[config.mk]
export PLATFORM = sky130hd
export DESIGN_NAME = packet_tx_arbiter_flat
export DESIGN_NICKNAME = d
export VERILOG_FILES = /design/src/rtl/packet_tx_arbiter_if.sv /design/src/rtl/packet_tx_arbiter.sv /design/src/flat_wrapper.sv
export SDC_FILE = /design/constraint.sdc
export NUM_CORES = 1
export LEC_CHECK = 0
export CAP_MARGIN = 15
export CORE_MARGIN = 2
export CORE_UTILIZATION = 42
export CTS_CLUSTER_SIZE = 16
export DETAILED_ROUTE_END_ITERATION = 8
export GPL_TIMING_DRIVEN = 0
export HOLD_SLACK_MARGIN = 0.03
export PLACE_DENSITY = 0.8
export SYNTH_ARGS = -nofsm -noshare
export SYNTH_HDL_FRONTEND = slang
export SYNTH_SLANG_ARGS = --single-unit
export TNS_END_PERCENT = 100
[constraint.sdc]
create_clock -name aclk -period 2.8 [get_ports aclk]
set_input_delay 0.28 -clock aclk [delete_from_list [all_inputs] [get_ports aclk]]
set_output_delay 0.28 -clock aclk [all_outputs]
set_load 0.005 [all_outputs]
[src/rtl/packet_tx_arbiter_if.sv]
// Byte-packet source bundle and merged tx_packet stream of the arbiter.
// slave is the arbiter's view, master the view of sources and sink.
interface packet_tx_arbiter_if #(
  parameter int NUM_SOURCES = 4
);
  logic [NUM_SOURCES-1:0]   s_tvalid;
  logic [NUM_SOURCES-1:0]   s_tready;
  logic [8*NUM_SOURCES-1:0] s_tdata;
  logic [NUM_SOURCES-1:0]   s_tlast;
  logic                     tx_packet_tvalid;
  logic                     tx_packet_tready;
  logic [7:0]               tx_packet_tdata;
  logic                     tx_packet_tlast;
  logic [2:0]               tx_packet_tid;

  modport slave (
    input  s_tvalid,
    input  s_tdata,
    input  s_tlast,
    input  tx_packet_tready,
    output s_tready,
    output tx_packet_tvalid,
    output tx_packet_tdata,
    output tx_packet_tlast,
    output tx_packet_tid
  );

  modport master (
    output s_tvalid,
    output s_tdata,
    output s_tlast,
    output tx_packet_tready,
    input  s_tready,
    input  tx_packet_tvalid,
    input  tx_packet_tdata,
    input  tx_packet_tlast,
    input  tx_packet_tid
  );
endinterface

[src/rtl/packet_tx_arbiter.sv]
// Packet-granular round-robin merge of up to 8 byte-packet sources
// into one tx_packet stream tagged with the source index.
module packet_tx_arbiter #(
  parameter int NUM_SOURCES = 4
) (
  input  logic                 aclk,
  input  logic                 aresetn,
  packet_tx_arbiter_if.slave   bus,
  output logic                 busy
);
  localparam int N = NUM_SOURCES;

  typedef enum logic {
    IDLE,
    LOCKED
  } state_e;

  state_e     state_q, state_d;
  logic [2:0] ptr_q, ptr_d;
  logic [2:0] grant_q, grant_d;
  logic       vld_q, vld_d;
  logic [7:0] data_q, data_d;
  logic       last_q, last_d;
  logic [2:0] tid_q, tid_d;

  logic [7:0]  vld_x;
  logic [7:0]  last_x;
  logic [63:0] data_x;
  logic [2:0]  pick;
  logic        found;
  logic        room;
  logic        beat;
  logic [N-1:0] rdy;

  // Widen to 8 lanes so a 3-bit index addresses every source exactly
  assign vld_x  = 8'(bus.s_tvalid);
  assign last_x = 8'(bus.s_tlast);
  assign data_x = 64'(bus.s_tdata);

  always_comb begin
    logic [3:0] idx;
    pick  = '0;
    found = 1'b0;
    idx   = '0;
    for (int k = 0; k < N; k++) begin
      idx = {1'b0, ptr_q} + 4'(k);
      if (idx >= 4'(N)) idx = idx - 4'(N);
      if (!found && vld_x[idx[2:0]]) begin
        found = 1'b1;
        pick  = idx[2:0];
      end
    end
  end

  assign room = ~vld_q | bus.tx_packet_tready;
  assign beat = (state_q == LOCKED) & vld_x[grant_q] & room;

  always_comb begin
    rdy = '0;
    for (int i = 0; i < N; i++) begin
      if (state_q == LOCKED && grant_q == 3'(i)) rdy[i] = room;
    end
  end

  always_comb begin
    state_d = state_q;
    ptr_d   = ptr_q;
    grant_d = grant_q;
    unique case (state_q)
      IDLE: begin
        if (found) begin
          grant_d = pick;
          state_d = LOCKED;
        end
      end
      LOCKED: begin
        if (beat && last_x[grant_q]) begin
          state_d = IDLE;
          ptr_d   = (grant_q == 3'(N - 1)) ? 3'd0 : grant_q + 3'd1;
        end
      end
      default: state_d = IDLE;
    endcase
  end

  // Output slice drains on its own, loads win over a same-cycle drain
  always_comb begin
    vld_d  = vld_q;
    data_d = data_q;
    last_d = last_q;
    tid_d  = tid_q;
    if (vld_q && bus.tx_packet_tready) vld_d = 1'b0;
    if (beat) begin
      vld_d  = 1'b1;
      data_d = data_x[{grant_q, 3'b000} +: 8];
      last_d = last_x[grant_q];
      tid_d  = grant_q;
    end
  end

  always_ff @(posedge aclk) begin
    if (!aresetn) begin
      state_q <= IDLE;
      ptr_q   <= '0;
      grant_q <= '0;
      vld_q   <= 1'b0;
      data_q  <= '0;
      last_q  <= 1'b0;
      tid_q   <= '0;
    end else begin
      state_q <= state_d;
      ptr_q   <= ptr_d;
      grant_q <= grant_d;
      vld_q   <= vld_d;
      data_q  <= data_d;
      last_q  <= last_d;
      tid_q   <= tid_d;
    end
  end

  assign bus.s_tready         = rdy;
  assign bus.tx_packet_tvalid = vld_q;
  assign bus.tx_packet_tdata  = data_q;
  assign bus.tx_packet_tlast  = last_q;
  assign bus.tx_packet_tid    = tid_q;
  assign busy                 = (state_q == LOCKED);
endmodule

[src/flat_wrapper.sv]
// flat-port wrapper written by rule: the top's interface ports become plain ports
module packet_tx_arbiter_flat 
#(
  parameter int NUM_SOURCES = 4
)
  (aclk, aresetn, busy, bus_s_tvalid, bus_s_tdata, bus_s_tlast, bus_tx_packet_tready, bus_s_tready, bus_tx_packet_tvalid, bus_tx_packet_tdata, bus_tx_packet_tlast, bus_tx_packet_tid);
  packet_tx_arbiter_if #(.NUM_SOURCES(NUM_SOURCES)) bus_i ();
  input  logic aclk;
  input  logic aresetn;
  output logic busy;
  input wire logic [$bits(bus_i.s_tvalid)-1:0] bus_s_tvalid;
  input wire logic [$bits(bus_i.s_tdata)-1:0] bus_s_tdata;
  input wire logic [$bits(bus_i.s_tlast)-1:0] bus_s_tlast;
  input wire logic [$bits(bus_i.tx_packet_tready)-1:0] bus_tx_packet_tready;
  output wire logic [$bits(bus_i.s_tready)-1:0] bus_s_tready;
  output wire logic [$bits(bus_i.tx_packet_tvalid)-1:0] bus_tx_packet_tvalid;
  output wire logic [$bits(bus_i.tx_packet_tdata)-1:0] bus_tx_packet_tdata;
  output wire logic [$bits(bus_i.tx_packet_tlast)-1:0] bus_tx_packet_tlast;
  output wire logic [$bits(bus_i.tx_packet_tid)-1:0] bus_tx_packet_tid;
  assign bus_i.s_tvalid = bus_s_tvalid;
  assign bus_i.s_tdata = bus_s_tdata;
  assign bus_i.s_tlast = bus_s_tlast;
  assign bus_i.tx_packet_tready = bus_tx_packet_tready;
  assign bus_s_tready = bus_i.s_tready;
  assign bus_tx_packet_tvalid = bus_i.tx_packet_tvalid;
  assign bus_tx_packet_tdata = bus_i.tx_packet_tdata;
  assign bus_tx_packet_tlast = bus_i.tx_packet_tlast;
  assign bus_tx_packet_tid = bus_i.tx_packet_tid;
  packet_tx_arbiter #(.NUM_SOURCES(NUM_SOURCES)) u_core (.aclk(aclk), .aresetn(aresetn), .bus(bus_i), .busy(busy));
endmodule
; After elaboration in Yosys (flattened, before gate mapping)
; Cells that the tools add are included.
[classes]
order_cmp = 9
n_mux = 34
n_reduce_logical = 16
shift = 1
eq_ne = 3
bitwise = 5
addsub = 8
[op_table]
columns = operator, n
row1 = $shiftx 64x7->8, 1
row2 = $mux 3, 9
row3 = $lt 3x4->1 const B, 5
row4 = $bmux 1 s3, 6
row5 = $mux 1, 18
row6 = $ge 4x3->1 const B, 3
row7 = $sub 3x3->3 const B, 4
row8 = $logic_and 1x1->1, 9
row9 = $add 3x2->4 const B, 2
row10 = $eq 3x2->1 const B, 2
row11 = $add 3x1->4 const B, 1
row12 = $reduce_and 2->1, 2
row13 = $add 3x1->3 const B, 1
row14 = $eq 3x1->1 const B, 1
row15 = $ge 3x3->1 const B, 1
row16 = $logic_not 1->1, 3
row17 = $logic_not 3->1, 1
row18 = $and 1x1->1, 2
row19 = $not 1->1, 2
row20 = $pmux 1 s2, 1
row21 = $reduce_bool 2->1, 1
row22 = $or 1x1->1, 1
[totals]
out_inout_bits = 18
input_bits = 43
ff_bits = 20
word_cells = 83

; Longest topological paths before layout
[logic_depth]
ltp_word = 16
depth_mapped = 10
depth_no_buf = 7

; Worst setup path after synthesis
; Ideal clock, no wire load.
[synth_path]
kind = register to register
startpoint = register u_core.ptr_q[0]
endpoint = register u_core.grant_q[0]
path_buffers = 3
slack_ns = 0.587
t_arrival_ns = 2.139
period_less_slack_ns = 2.213
path_stages_with_launch = 11
setup_ns = 0.074
cell_sequence = dfxtp_1 -> buf_6 -> clkbuf_1 -> inv_1 -> ha_1 -> buf_2 -> mux2_1 -> and3_1 -> o31ai_1 -> nand2_1 -> a31oi_1
[synth_via]
elab_chain_cells = 15
[synth_rtl]
columns = item, line
row1 = start: declaration, packet_tx_arbiter.sv:19  ; logic [2:0] ptr_q, ptr_d;
row2 = start signal: assignment, packet_tx_arbiter.sv:112  ; ptr_q <= ptr_d;
row3 = "parallel branches: the longest is 15 deep, another holds $add 3x1->4", -
row4 = end signal: assignment, packet_tx_arbiter.sv:113  ; grant_q <= grant_d;
row5 = end: declaration, packet_tx_arbiter.sv:20  ; logic [2:0] grant_q, grant_d;
; Parallel ways; which one is timed is not known. The select of a mux whose other input is x is not followed.
; A chain may end at the register's enable or synchronous reset.

; Worst setup path in the final report
[layout_path]
startpoint = register u_core.ptr_q[0]
endpoint = register u_core.grant_q[1]
; Same word-level chain as after synthesis.

==> impl_metrics.env <==
export IMPL_seq_power_share_pct=39.7
export IMPL_finalSetupTns_ps=0
export IMPL_path_cells="buf_6 -> clkbuf_1 -> inv_1 -> ha_1 -> buf_2 -> mux4_2 -> o21ai_1 -> a41oi_2 -> o21ai_1 -> a31oi_1"
export IMPL_ctsResizeCount=0
export IMPL_cts_sinks=20
export IMPL_grt_pass1_vias=1341
export IMPL_cts_clk_slew_worst_paths_ps=100
export IMPL_fillCellCount=281
export IMPL_synth_top_area_share_pct=28.1
export IMPL_via_per_inst=5.33
export IMPL_grt_max_degree=11
export IMPL_async_reset_ff_share_pct=0
export IMPL_swShare_pct=30.9
export IMPL_gr_total_overflow=0
export IMPL_outcome="completed"
export IMPL_slew_viol_final=0
export IMPL_diodes=0
export IMPL_dieArea_um2=3880
export IMPL_synth_edff_count=0
export IMPL_combPwrFrac_pct=44.6
export IMPL_fin_crit_ps=2580
export IMPL_yosysWarnings=0
export IMPL_synth_area_leaders="dfxtp_1 (28%), mux4_2 (17%), nor2b_1 (7.0%), ha_1 (5.3%), a21oi_1 (4.9%)"
export IMPL_yosysTopAreaCell="dfxtp_1"
export IMPL_crit_path_end_kind="register"
export IMPL_skew_ps=0.788
export IMPL_cts_buffers=3
export IMPL_fin_crit_sh_pct=92.0
export IMPL_cp_required_ps=2980
export IMPL_cts_hold_buf=0
export IMPL_netlist_area_um2=1430
export IMPL_total_power_mw=0.843
export IMPL_seqCellArea_um2=400
export IMPL_p_per_area_nw_per_um2=402
export IMPL_drt_iter0_drc=44
export IMPL_io_pins=61
export IMPL_die_h_um=62.3
export IMPL_wire_per_inst_um=14.5
export IMPL_drc_errors=0
export IMPL_die_x_um=62.3
export IMPL_synthCells=147
export IMPL_crit_arrival_ps=2750
export IMPL_synth_flop_cell="dfxtp_1"
export IMPL_hold_violations=0
export IMPL_max_vdd_ir_drop_mv=0.141
export IMPL_cellLeakagePower_nw=0.746
export IMPL_finalNetCount=260
export IMPL_wl_mm=3.70
export IMPL_max_freq_mhz=388
export IMPL_antenna_found_initial=0
export IMPL_io_buffers=59
export IMPL_rsz0062_at_grt="no"
export IMPL_detail_route_antenna_nets=0
export IMPL_fp_row_count=21
export IMPL_root_buffer="clkbuf_4"
export IMPL_crit_fanout=10
export IMPL_setup_viol=0
export IMPL_clkPwrFrac_pct=15.8
export IMPL_final_common_cell="clkdlybuf4s50_1"
export IMPL_synth_nets=196
export IMPL_cts_setup_buffers=0
export IMPL_slowest_stage="dfxtp_1"
export IMPL_drive_gt1_share_pct=12.0
export IMPL_grt_pass1_wl_mm=6.24
export IMPL_maxCapViolCount=0
export IMPL_cts_tree="yes"
export IMPL_gp_congestion=0.832
export IMPL_num_vias=1360
export IMPL_area_delta_synth_final_pct=47.1
export IMPL_relSlewSlack_pct=63.7
export IMPL_first_pass_iters=4
export IMPL_final_cell_mix="clkdlybuf4s50_1 (59), dfxtp_1 (20), nor2b_1 (16)"
export IMPL_crit_path_start_kind="register"
export IMPL_ctsHtreeMaxLevel=1
export IMPL_dp_final_hpwl_mm=2.91
export IMPL_hp_class="in -> reg"
export IMPL_cp_common_cell="o21ai_1"
export IMPL_multiInputGateArea_um2=937
export IMPL_finish_utilization_pct=63.8
export IMPL_cts_path_max_buffers=2
export IMPL_ys_seq_elements=20
export IMPL_total_switching_power_mw=0.260
export IMPL_start_util_pct=43.4
export IMPL_ys_seq_area_share_pct=28.1
export IMPL_p_int_mw=0.583
export IMPL_yosysUniqueCellTypes=39
export IMPL_postSynthAreaPerCell_um2=9.69
export IMPL_tightest_slew_ps=544
export IMPL_core_area_um2=3280
export IMPL_clk_latency_ps=300
export IMPL_worst_path_largest_cell_delay_ps=380
export IMPL_setup_worst_path_class="reg -> reg"
export IMPL_track_usage_pct=19.7
cells in the mapped netlist, types with 2 or more instances:
cell type,number
mux2_1,2
nand3_1,2
dfxtp_1,20
nor2b_1,16
nand2_1,6
a21boi_1,3
o21ai_1,3
mux2i_1,2
and2_1,4
ha_1,6
a31oi_1,2
o211ai_1,2
nor3b_1,8
a21oi_1,14
inv_1,6
mux4_2,11
o21ai_0,4
buf_2,4
buf_6,2
clkbuf_1,3
nor2_1,7
and3_1,3
state kept, by name, indices dropped and copies added (netlist names):
| name | count |
|---|---|
| u_core.busy | 1 |
| u_core.ptr_q | 3 |
| u_core.bus.tx_packet_tvalid | 1 |
| u_core.grant_q | 3 |
| u_core.bus.tx_packet_tdata | 8 |
| u_core.bus.tx_packet_tid | 3 |
| u_core.bus.tx_packet_tlast | 1 |
final timing paths:
check / start / to / slack (ps) / cells past startpoint
setup / recovery: u_core.ptr_q[0] / u_core.grant_q[1] / 220 / 10
hold / removal: aresetn / u_core.grant_q[2] / 320 / 3
setup reg to reg: u_core.ptr_q[0] / u_core.grant_q[1] / 220 / 10
hold reg to reg: u_core.bus.tx_packet_tlast / u_core.bus.tx_packet_tlast / 460 / 2
critical path, delay by kind of cell (launching register included):
family	cells	cell delay, ps
DFF	1	380
buffers and inverters	4	790
AOI/OAI and AO/OA	4	670
muxes	1	320
adders and majority gates	1	300
power by group through the flow:
| stage | registers (mW) | clock network [mW] | logic [mW] |
|---|---|---|---|
| after detailed placement | 0.341 | 0 | 0.377 |
| final | 0.334 | 0.133 | 0.376 |
| after CTS | 0.334 | 0.137 | 0.380 |
| after floorplan | 0.336 | 0 | 0.225 |
| after global placement | 0.339 | 0 | 0.367 |
| after global routing | 0.339 | 0.149 | 0.410 |
through the flow:
stage | cell area, µm² | hold slack (ps) | setup WS [ps] | instances
floorplan | 1430 | 451 | 587 | 147
global placement | 2070 | 444 | 370 | 252
detailed placement | 2070 | 452 | 282 | 252
CTS | 2100 | 318 | 233 | 255
global route | 2100 | 333 | 27.0 | 255
finish | 2100 | 317 | 223 | 255
final cells by class:
class	instances	area share, %
Sequential cell	20	19.1
Multi-Input combinational cell	110	44.7
Timing Repair Buffer	59	28.2
Tap cell	46	2.75
Buffer	11	3.10
Clock buffer	3	1.07
Inverter	6	1.07
logic make-up after synthesis:
kind of cell / Yosys count / synth area share (%)
flops: 20 / 28.1
fa+ha+maj: 6 / 5.27
mux: 17 / 23.0
buf+inv: 17 / 6.15
simple gates: 54 / 22.7
compound gates: 33 / 14.7
routing by layer:
metal,global-route usage [%],routed length (µm),share of wire [%]
met5,0,0,0
met4,4.17,25,0.68
met3,4.71,240,6.5
met2,35.9,1840,50
met1,23.5,1600,43
Note: power is estimated with default switching activity, not from simulation.
